### src/rtl/dcache_pkg.sv
// dcache_pkg: shared types and geometry defaults for the data cache controller.
//   state_e          controller FSM encoding (IDLE, REFILL, WRITE_MEM)
//   DEF_INDEX_BITS   default log2 of line count
//   DEF_OFFSET_BITS  default log2 of words per block
//   TAG_BITS         tag width for the default geometry
//   WORDS_PER_BLOCK  words per block for the default geometry
package dcache_pkg;
  localparam int unsigned DEF_INDEX_BITS = 4;
  localparam int unsigned DEF_OFFSET_BITS = 2;
  localparam int unsigned TAG_BITS = 30 - DEF_INDEX_BITS - DEF_OFFSET_BITS;
  localparam int unsigned WORDS_PER_BLOCK = 1 << DEF_OFFSET_BITS;
  typedef enum logic [1:0] {IDLE, REFILL, WRITE_MEM} state_e;
endpackage

### src/rtl/dcache_line_array.sv
// dcache_line_array: valid/tag/data storage for a direct-mapped cache.
//   clk, rst_n        clock, async active-low clear of the valid vector
//   rd_index_i/word_i combinational lookup -> rd_valid_o, rd_tag_o, rd_data_o
//   wr_index_i/word_i single synchronous write port location
//   word_we_i         write wr_data_i into the addressed word
//   tag_set_i         write wr_tag_i and set the line valid
//   inv_i             clear the line's valid bit
module dcache_line_array
  import dcache_pkg::*;
#(
  parameter int unsigned INDEX_BITS = DEF_INDEX_BITS,
  parameter int unsigned OFFSET_BITS = DEF_OFFSET_BITS,
  localparam int unsigned TAG_W = 30 - INDEX_BITS - OFFSET_BITS
) (
  input  logic                   clk,
  input  logic                   rst_n,
  input  logic [INDEX_BITS-1:0]  rd_index_i,
  input  logic [OFFSET_BITS-1:0] rd_word_i,
  output logic                   rd_valid_o,
  output logic [TAG_W-1:0]       rd_tag_o,
  output logic [31:0]            rd_data_o,
  input  logic [INDEX_BITS-1:0]  wr_index_i,
  input  logic [OFFSET_BITS-1:0] wr_word_i,
  input  logic [31:0]            wr_data_i,
  input  logic                   word_we_i,
  input  logic [TAG_W-1:0]       wr_tag_i,
  input  logic                   tag_set_i,
  input  logic                   inv_i
);
  localparam int unsigned LINES = 1 << INDEX_BITS;
  localparam int unsigned WORDS = 1 << OFFSET_BITS;
  logic [LINES-1:0] valid_q;
  logic [TAG_W-1:0] tag_q [LINES];
  logic [31:0]      data_q [LINES][WORDS];
  always_ff @(posedge clk or negedge rst_n) begin
    if (!rst_n) valid_q <= '0;
    else if (tag_set_i) valid_q[wr_index_i] <= 1'b1;
    else if (inv_i) valid_q[wr_index_i] <= 1'b0;
  end
  always_ff @(posedge clk) begin
    if (word_we_i) data_q[wr_index_i][wr_word_i] <= wr_data_i;
    if (tag_set_i) tag_q[wr_index_i] <= wr_tag_i;
  end
  assign rd_valid_o = valid_q[rd_index_i];
  assign rd_tag_o = tag_q[rd_index_i];
  assign rd_data_o = data_q[rd_index_i][rd_word_i];
endmodule

### src/rtl/dcache_controller.sv
// dcache_controller: direct-mapped, write-through, no-write-allocate data cache.
//   clk, reset                      clock, async active-low reset
//   cpu_addr/wdata/mem_read/write   core data port request
//   cpu_rdata, cpu_stall            load data, core hold
//   mm_addr/wdata/read/write        word-wide main-memory request
//   mm_rdata, mm_ready              main-memory read data, completion pulse
// DCACHE_WRITE_BUFFER_EN: when defined, writes are posted through a one-entry
// buffer drained in WRITE_MEM while the core keeps running.
module dcache_controller
  import dcache_pkg::*;
#(
  parameter int unsigned INDEX_BITS = DEF_INDEX_BITS,
  parameter int unsigned OFFSET_BITS = DEF_OFFSET_BITS
) (
  input  logic        clk,
  input  logic        reset,
  input  logic [31:0] cpu_addr,
  input  logic [31:0] cpu_wdata,
  input  logic        cpu_mem_read,
  input  logic        cpu_mem_write,
  output logic [31:0] cpu_rdata,
  output logic        cpu_stall,
  output logic [31:0] mm_addr,
  output logic [31:0] mm_wdata,
  output logic        mm_read,
  output logic        mm_write,
  input  logic [31:0] mm_rdata,
  input  logic        mm_ready
);
  localparam int unsigned TAG_W = 30 - INDEX_BITS - OFFSET_BITS;
  localparam int unsigned BLK_W = 30 - OFFSET_BITS;
`ifdef DCACHE_WRITE_BUFFER_EN
  localparam bit WBUF = 1'b1;
`else
  localparam bit WBUF = 1'b0;
`endif
  state_e                 state_q, state_d;
  logic [OFFSET_BITS-1:0] beat_q, beat_d;
  logic [BLK_W-1:0]       blk_q, blk_d;
  logic [31:0]            addr_q, addr_d, wdata_q, wdata_d;
  logic                   rd_valid, hit, word_we, tag_set, inv, refilling;
  logic [TAG_W-1:0]       rd_tag;
  logic [31:0]            rd_data;
  wire [TAG_W-1:0]        c_tag = cpu_addr[31 -: TAG_W];
  wire [INDEX_BITS-1:0]   c_index = cpu_addr[2+OFFSET_BITS +: INDEX_BITS];
  wire [OFFSET_BITS-1:0]  c_word = cpu_addr[2 +: OFFSET_BITS];
  assign hit = rd_valid && (rd_tag == c_tag);
  assign cpu_rdata = hit ? rd_data : '0;
  assign refilling = (state_q == REFILL);
  // The write port is shared: refill beats target the latched block, stores target the core's address.
  dcache_line_array #(.INDEX_BITS(INDEX_BITS), .OFFSET_BITS(OFFSET_BITS)) u_lines (
    .clk        (clk),
    .rst_n      (reset),
    .rd_index_i (c_index),
    .rd_word_i  (c_word),
    .rd_valid_o (rd_valid),
    .rd_tag_o   (rd_tag),
    .rd_data_o  (rd_data),
    .wr_index_i (refilling ? blk_q[INDEX_BITS-1:0] : c_index),
    .wr_word_i  (refilling ? beat_q : c_word),
    .wr_data_i  (refilling ? mm_rdata : cpu_wdata),
    .word_we_i  (word_we),
    .wr_tag_i   (blk_q[BLK_W-1 -: TAG_W]),
    .tag_set_i  (tag_set),
    .inv_i      (inv)
  );
  always_ff @(posedge clk or negedge reset) begin
    if (!reset) begin
      state_q <= IDLE;
      beat_q <= '0;
      blk_q <= '0;
      addr_q <= '0;
      wdata_q <= '0;
    end else begin
      state_q <= state_d;
      beat_q <= beat_d;
      blk_q <= blk_d;
      addr_q <= addr_d;
      wdata_q <= wdata_d;
    end
  end
  always_comb begin
    state_d = state_q;
    beat_d = beat_q;
    blk_d = blk_q;
    addr_d = addr_q;
    wdata_d = wdata_q;
    cpu_stall = 1'b0;
    mm_read = 1'b0;
    mm_write = 1'b0;
    mm_addr = '0;
    mm_wdata = '0;
    word_we = 1'b0;
    tag_set = 1'b0;
    inv = 1'b0;
    case (state_q)
      IDLE: begin
        if (cpu_mem_write) begin
          addr_d = cpu_addr;
          wdata_d = cpu_wdata;
          word_we = hit;
          cpu_stall = !WBUF;
          state_d = WRITE_MEM;
        end else if (cpu_mem_read && !hit) begin
          // The victim goes invalid now so a refill cut short never leaves a stale-tagged line.
          cpu_stall = 1'b1;
          blk_d = cpu_addr[31:2+OFFSET_BITS];
          beat_d = '0;
          inv = 1'b1;
          state_d = REFILL;
        end
      end
      REFILL: begin
        cpu_stall = 1'b1;
        mm_read = 1'b1;
        mm_addr = {blk_q, beat_q, 2'b00};
        if (mm_ready) begin
          word_we = 1'b1;
          beat_d = beat_q + 1'b1;
          if (&beat_q) begin
            tag_set = 1'b1;
            state_d = IDLE;
          end
        end
      end
      WRITE_MEM: begin
        mm_write = 1'b1;
        mm_addr = addr_q;
        mm_wdata = wdata_q;
        if (!WBUF) begin
          cpu_stall = !mm_ready;
          if (mm_ready) state_d = IDLE;
        end else if (cpu_mem_write) begin
          // A store behind a full buffer is accepted on the drain's completion edge.
          cpu_stall = !mm_ready;
          if (mm_ready) begin
            addr_d = cpu_addr;
            wdata_d = cpu_wdata;
            word_we = hit;
          end
        end else begin
          cpu_stall = cpu_mem_read && !hit;
          if (mm_ready) state_d = IDLE;
        end
      end
      default: state_d = IDLE;
    endcase
  end
endmodule

### config.mk
export PLATFORM = sky130hd
export DESIGN_NAME = dcache_controller
export DESIGN_NICKNAME = d
export VERILOG_FILES = /design/src/rtl/dcache_pkg.sv /design/src/rtl/dcache_line_array.sv /design/src/rtl/dcache_controller.sv
export SDC_FILE = /design/constraint.sdc
export NUM_CORES = 2
export LEC_CHECK = 0
export ABC_AREA = 1
export CAP_MARGIN = 20
export CORE_AREA = 2 2 509 511
export DETAILED_ROUTE_END_ITERATION = 8
export DIE_AREA = 0 0 511 513
export GPL_TIMING_DRIVEN = 0
export PLACE_DENSITY_LB_ADDON = 0.08
export SLEW_MARGIN = 40
export SYNTH_ARGS = -nofsm -noshare
export SYNTH_HDL_FRONTEND = slang
export SYNTH_SLANG_ARGS = --single-unit
export TNS_END_PERCENT = 20
### constraint.sdc
create_clock -name clk -period 13.75 [get_ports clk]
set_clock_uncertainty 0.15 [all_clocks]
set_input_delay 2.75 -clock clk [delete_from_list [all_inputs] [get_ports clk]]
set_output_delay 2.75 -clock clk [all_outputs]
set_load 0.05 [all_outputs]
==> impl_summary.md <==
Outcome
The flow ran to the end, and the final reports show no timing, DRC or antenna violations.

Setup path
The startpoint kind of the worst setup timing path is an input port. STA puts the critical path data arrival time at 9.57 ns. The cell family contributing the most delay on the critical path is buffers and inverters. The critical path goes through clkdlybuf4s50_1 > inv_2 > buf_4 > buf_2 > buf_4 > buf_4 > buf_2 > clkbuf_2 > o21ai_0 > o221ai_1 > nand2_1 > nand2_1 > o211ai_1 > nand3_1 > nand2_1 > nor3_1 > clkdlybuf4s50_1.

The worst register-to-register path has a depth of 12. For this run, the slowest stage of the critical path takes 0.98 ns. The endpoint of the worst-slack reg-to-reg timing path is u_lines.data_q[14][27]. The combined buffer and inverter count along the critical path is 9. The kind of capture point of the worst setup path is an output pin. The maximum fanout encountered on the critical timing path is 12. The launch instance of the worst register-to-register path is state_q[1]. Among all stages on the critical path, the largest delay is contributed by clkdlybuf4s50_1. The critical path in this run is classified as input port to output pin. Data on the critical path is required at its endpoint by 10.85 ns. The flop-to-flop setup slack is 8.72 ns.

STA
Setup repair after global routing left no endpoint under its margin. The final cycle utilization of the critical path is 90.7%. In the post-route analysis, the smallest setup slack over all paths is 1.28 ns. In this run the tightest slew margin relative to its limit is 28.8%.

The slew at the pin closest to its max-slew limit is 1.06 ns. The maximum clock frequency is 80.2 MHz. The final hold violation count is 0. Setup violations remaining at the end of the flow were counted as 0. The total count of max-transition violations in the final report is 0. The post-route minimum period is 12.47 ns.

Detailed routing
The number of vias in the routed layout is 80.0k. The count of nets left with antenna violations once routing finished came out at 0. The met1 routed wirelength after detailed routing is 198000 µm. The wire length reported by the detailed router is 531000 µm. The count of unresolved DRC violations after routing is 0. Detailed routing placed a total of 72900 µm of wire on met3. In the final routed layout, each cell accounts on average for 42.2 µm.

The detailed router finished its first iteration with 15.3k violations. Signal routing reaches up to met5. Summed over all nets, wire length on met2 after detailed routing comes to 221000 µm.

The number of vias per cell after detailed routing is 6.36. The number of iterations in the first detailed-routing pass is 8.

CTS
After clock tree synthesis, the setup repair step added 0 buffers. The clock passes through at most 4 buffers. The number of CTS-inserted buffers is 296. TritonCTS built the clock tree. The number of hold buffers added after CTS is 0. The number of gates resized after CTS was 0. The insertion delay to the later sink of the worst-skew pair is 0.99 ns. The H-tree level count is 5. The root buffer cell chosen for the clock tree is clkbuf_16.

The clock transition at the registers of the reported paths is 0.06 ns. The clock drives 2544 sinks.

Placed design
The placed instances occupy a cell area of 0.118 mm². Prior to clock tree synthesis, the placed netlist has a worst setup slack of 1.87 ns. The number of instances in the placed design is 12.0k. The half-perimeter wire length of the detailed placement result is 402000 µm. The routability congestion estimate is 1.06.

The number of buffers added on ports is 196.

Synthesis
The mapped netlist covers 0.102 mm². The synthesized net count is 8177. The synthesized design devotes to its leading area cell type 71.5% of total area. The predominant post-synthesis flop cell is edfxtp_1. The cell taking the most area after synthesis is edfxtp_1. After synthesis, flip-flops and latches occupy 74.3% of the total area. The post-synthesis instance total is 8071.

Sorting the synthesized cells by area gives the leading types as edfxtp_1 72%, nand2_1 6.1%, o21ai_0 3.9%. In this run, synthesis inferred 2432 flip-flops with an integrated enable. The number of warnings reported in the yosys synthesis log is 0. The register bit total from synthesis is 2544. The commonest cells after synthesis are 2432 x edfxtp_1, 1664 x nand2_1, 801 x o21ai_0. The post-synthesis async set-or-reset flop share is 4.40%. The average cell area after synthesis is 12.7 µm².

The post-synthesis cell type count is 35. The dominant cell by count in the synthesized netlist is edfxtp_1.

Pwr
In this run the power spent charging and discharging nets is 6.43 mW. In this run, flip-flops and latches consume 46.1% of the power. The switching share of power is 30.5%. The maximum ir drop on the vdd rail is 0.000148 V. The internal power of the cells totals 14.6 mW. The static leakage power is 43.4 nW. The completed layout was analyzed and its total power is 21.1 mW. The share of total power dissipated in the clock network is 35.8%. For this design the ratio of total power to cell area is 166 mW/mm². Per report_power, the combinational group accounts for 18.1% of the total.

GRT
The total overflow left after global routing is 0. The initial antenna violation count is 72. The total track usage is 39.6%. The largest net degree at the start of global routing is 66. The first global-routing pass estimated 688000 µm of wire.

The via count of the first global-routing pass was 72.3k.

Cells and area
Relative to the synthesized area, the layout overhead comes to 24.1%. The non-filler instance count after layout is 12.6k. The count of filler cells inserted in the layout is 22.3k. The final instance area is 0.127 mm². The share of cells above drive strength 1 is 13.2%. For this run, the post-layout net count is 9076.

Die
The horizontal die dimension is 511 µm. The overall die height is 513 µm. The effective utilization at floorplan is 39.8%. The initialized floorplan defines 186 standard-cell rows. 200 I/O pins were placed. The floorplan step defined a die boundary enclosing 0.262 mm². The core outline area is 0.256 mm².

Hold path
The worst hold path begins at addr_q[20]. Counting instances, the worst hold path has a depth of 2. In this run the worst hold path is classified as register to register. The worst hold path terminates at addr_q[20].

Run
Max-cap violations in this run came to 0.
==> flip-flops by register name (all words and copies together), names as in the netlist, named ones only <==
name / cells
addr_q: 32
wdata_q: 32
u_lines.tag_q: 384
beat_q: 2
state_q: 2
u_lines.data_q: 2048
blk_q: 28
==> worst max path at each step <==
| stage | startpoint | cells after the start | slack (ns) | to |
|---|---|---|---|---|
| after detailed placement | cpu_addr[4] | 17 | 1.87 | cpu_rdata[8] |
| after CTS | cpu_addr[4] | 17 | 1.84 | cpu_rdata[8] |
| final | cpu_addr[4] | 17 | 1.28 | cpu_rdata[8] |
| after floorplan | cpu_addr[4] | 13 | 5.25 | cpu_rdata[24] |
| after global placement | cpu_wdata[16] | 3 | -1.56 | u_lines.data_q[1][48] |
| after global routing | cpu_addr[4] | 17 | 1.45 | cpu_rdata[8] |
==> layer usage <==
layer	global-route usage, %	up-vias
met3	13.0	1218
met2	56.5	6420
met4	24.5	16
met5	0	-
met1	52.1	40770
li1	-	31617
==> placed cells by master, fill, tap and decap left out, types with 147 or more instances in the layout <==
cell type and instances:
a21oi_1 404, buf_16 180, buf_8 208, clkbuf_1 319, clkbuf_16 301, clkbuf_2 165, clkdlybuf4s50_1 195, edfxtp_1 2432
inv_1 195, nand2_1 1663, nand3_1 395, nor2_1 646, o211ai_1 147, o21ai_0 734, o221ai_1 189
==> logic make-up (layout without fill, tap and decap cells) <==
group	after synthesis	after routing	share of synthesized area, %
AOI/OAI and AO/OA	1889	1889	11.5
other	0	21	0
adders and majority gates	5	5	0.0613
DFF	2544	2544	74.3
and+or+nand+nor	2848	2848	11.1
buffers and inverters	785	1892	3.05
==> power groups by stage <==
stage | clock network [mW] | registers, mW | logic [mW]
after floorplan | 0 | 9.81 | 1.31
after global placement | 0 | 10.3 | 2.93
after detailed placement | 0 | 9.86 | 3.66
after CTS | 7.52 | 9.69 | 3.66
after global routing | 7.80 | 9.72 | 3.84
final | 7.54 | 9.70 | 3.82
==> area by class of cell <==
type	instances	area (µm²)	area share, %
multi-input cells	4742	24200	19.1
inverters	199	747	0.590
diodes	21	52.6	0.0415
plain buffers	586	2600	2.05
clock buffers	391	7950	6.28
clock inverters	115	897	0.708
well taps	3384	4230	3.34
flip-flops and latches	2544	75800	59.9
repair buffers	601	10200	8.06
==> worst register-to-register path: stages (launching register included) <==
cell	delay, ns
dfrtp_1	0.41
inv_1	0.09
ha_1	0.33
clkbuf_1	0.52
buf_1	0.66
nand2_1	0.24
o21ai_4	0.19
nand3_2	0.39
buf_2	0.44
nor2_4	0.54
buf_16	0.26
buf_8	0.24
buf_8	0.22
==> through the flow <==
step | hold slack (ns) | setup TNS (ns) | util, %
global placement | 0.317 | -660.55 | 42.3
global route | 0.358 | 0 | 49.4
finish | 0.334 | 0 | 49.4
detailed placement | 0.323 | 0 | 45.9
floorplan | 0.298 | 0 | -
CTS | 0.336 | 0 | 49.4
Note: power is estimated with default switching activity, not from simulation.
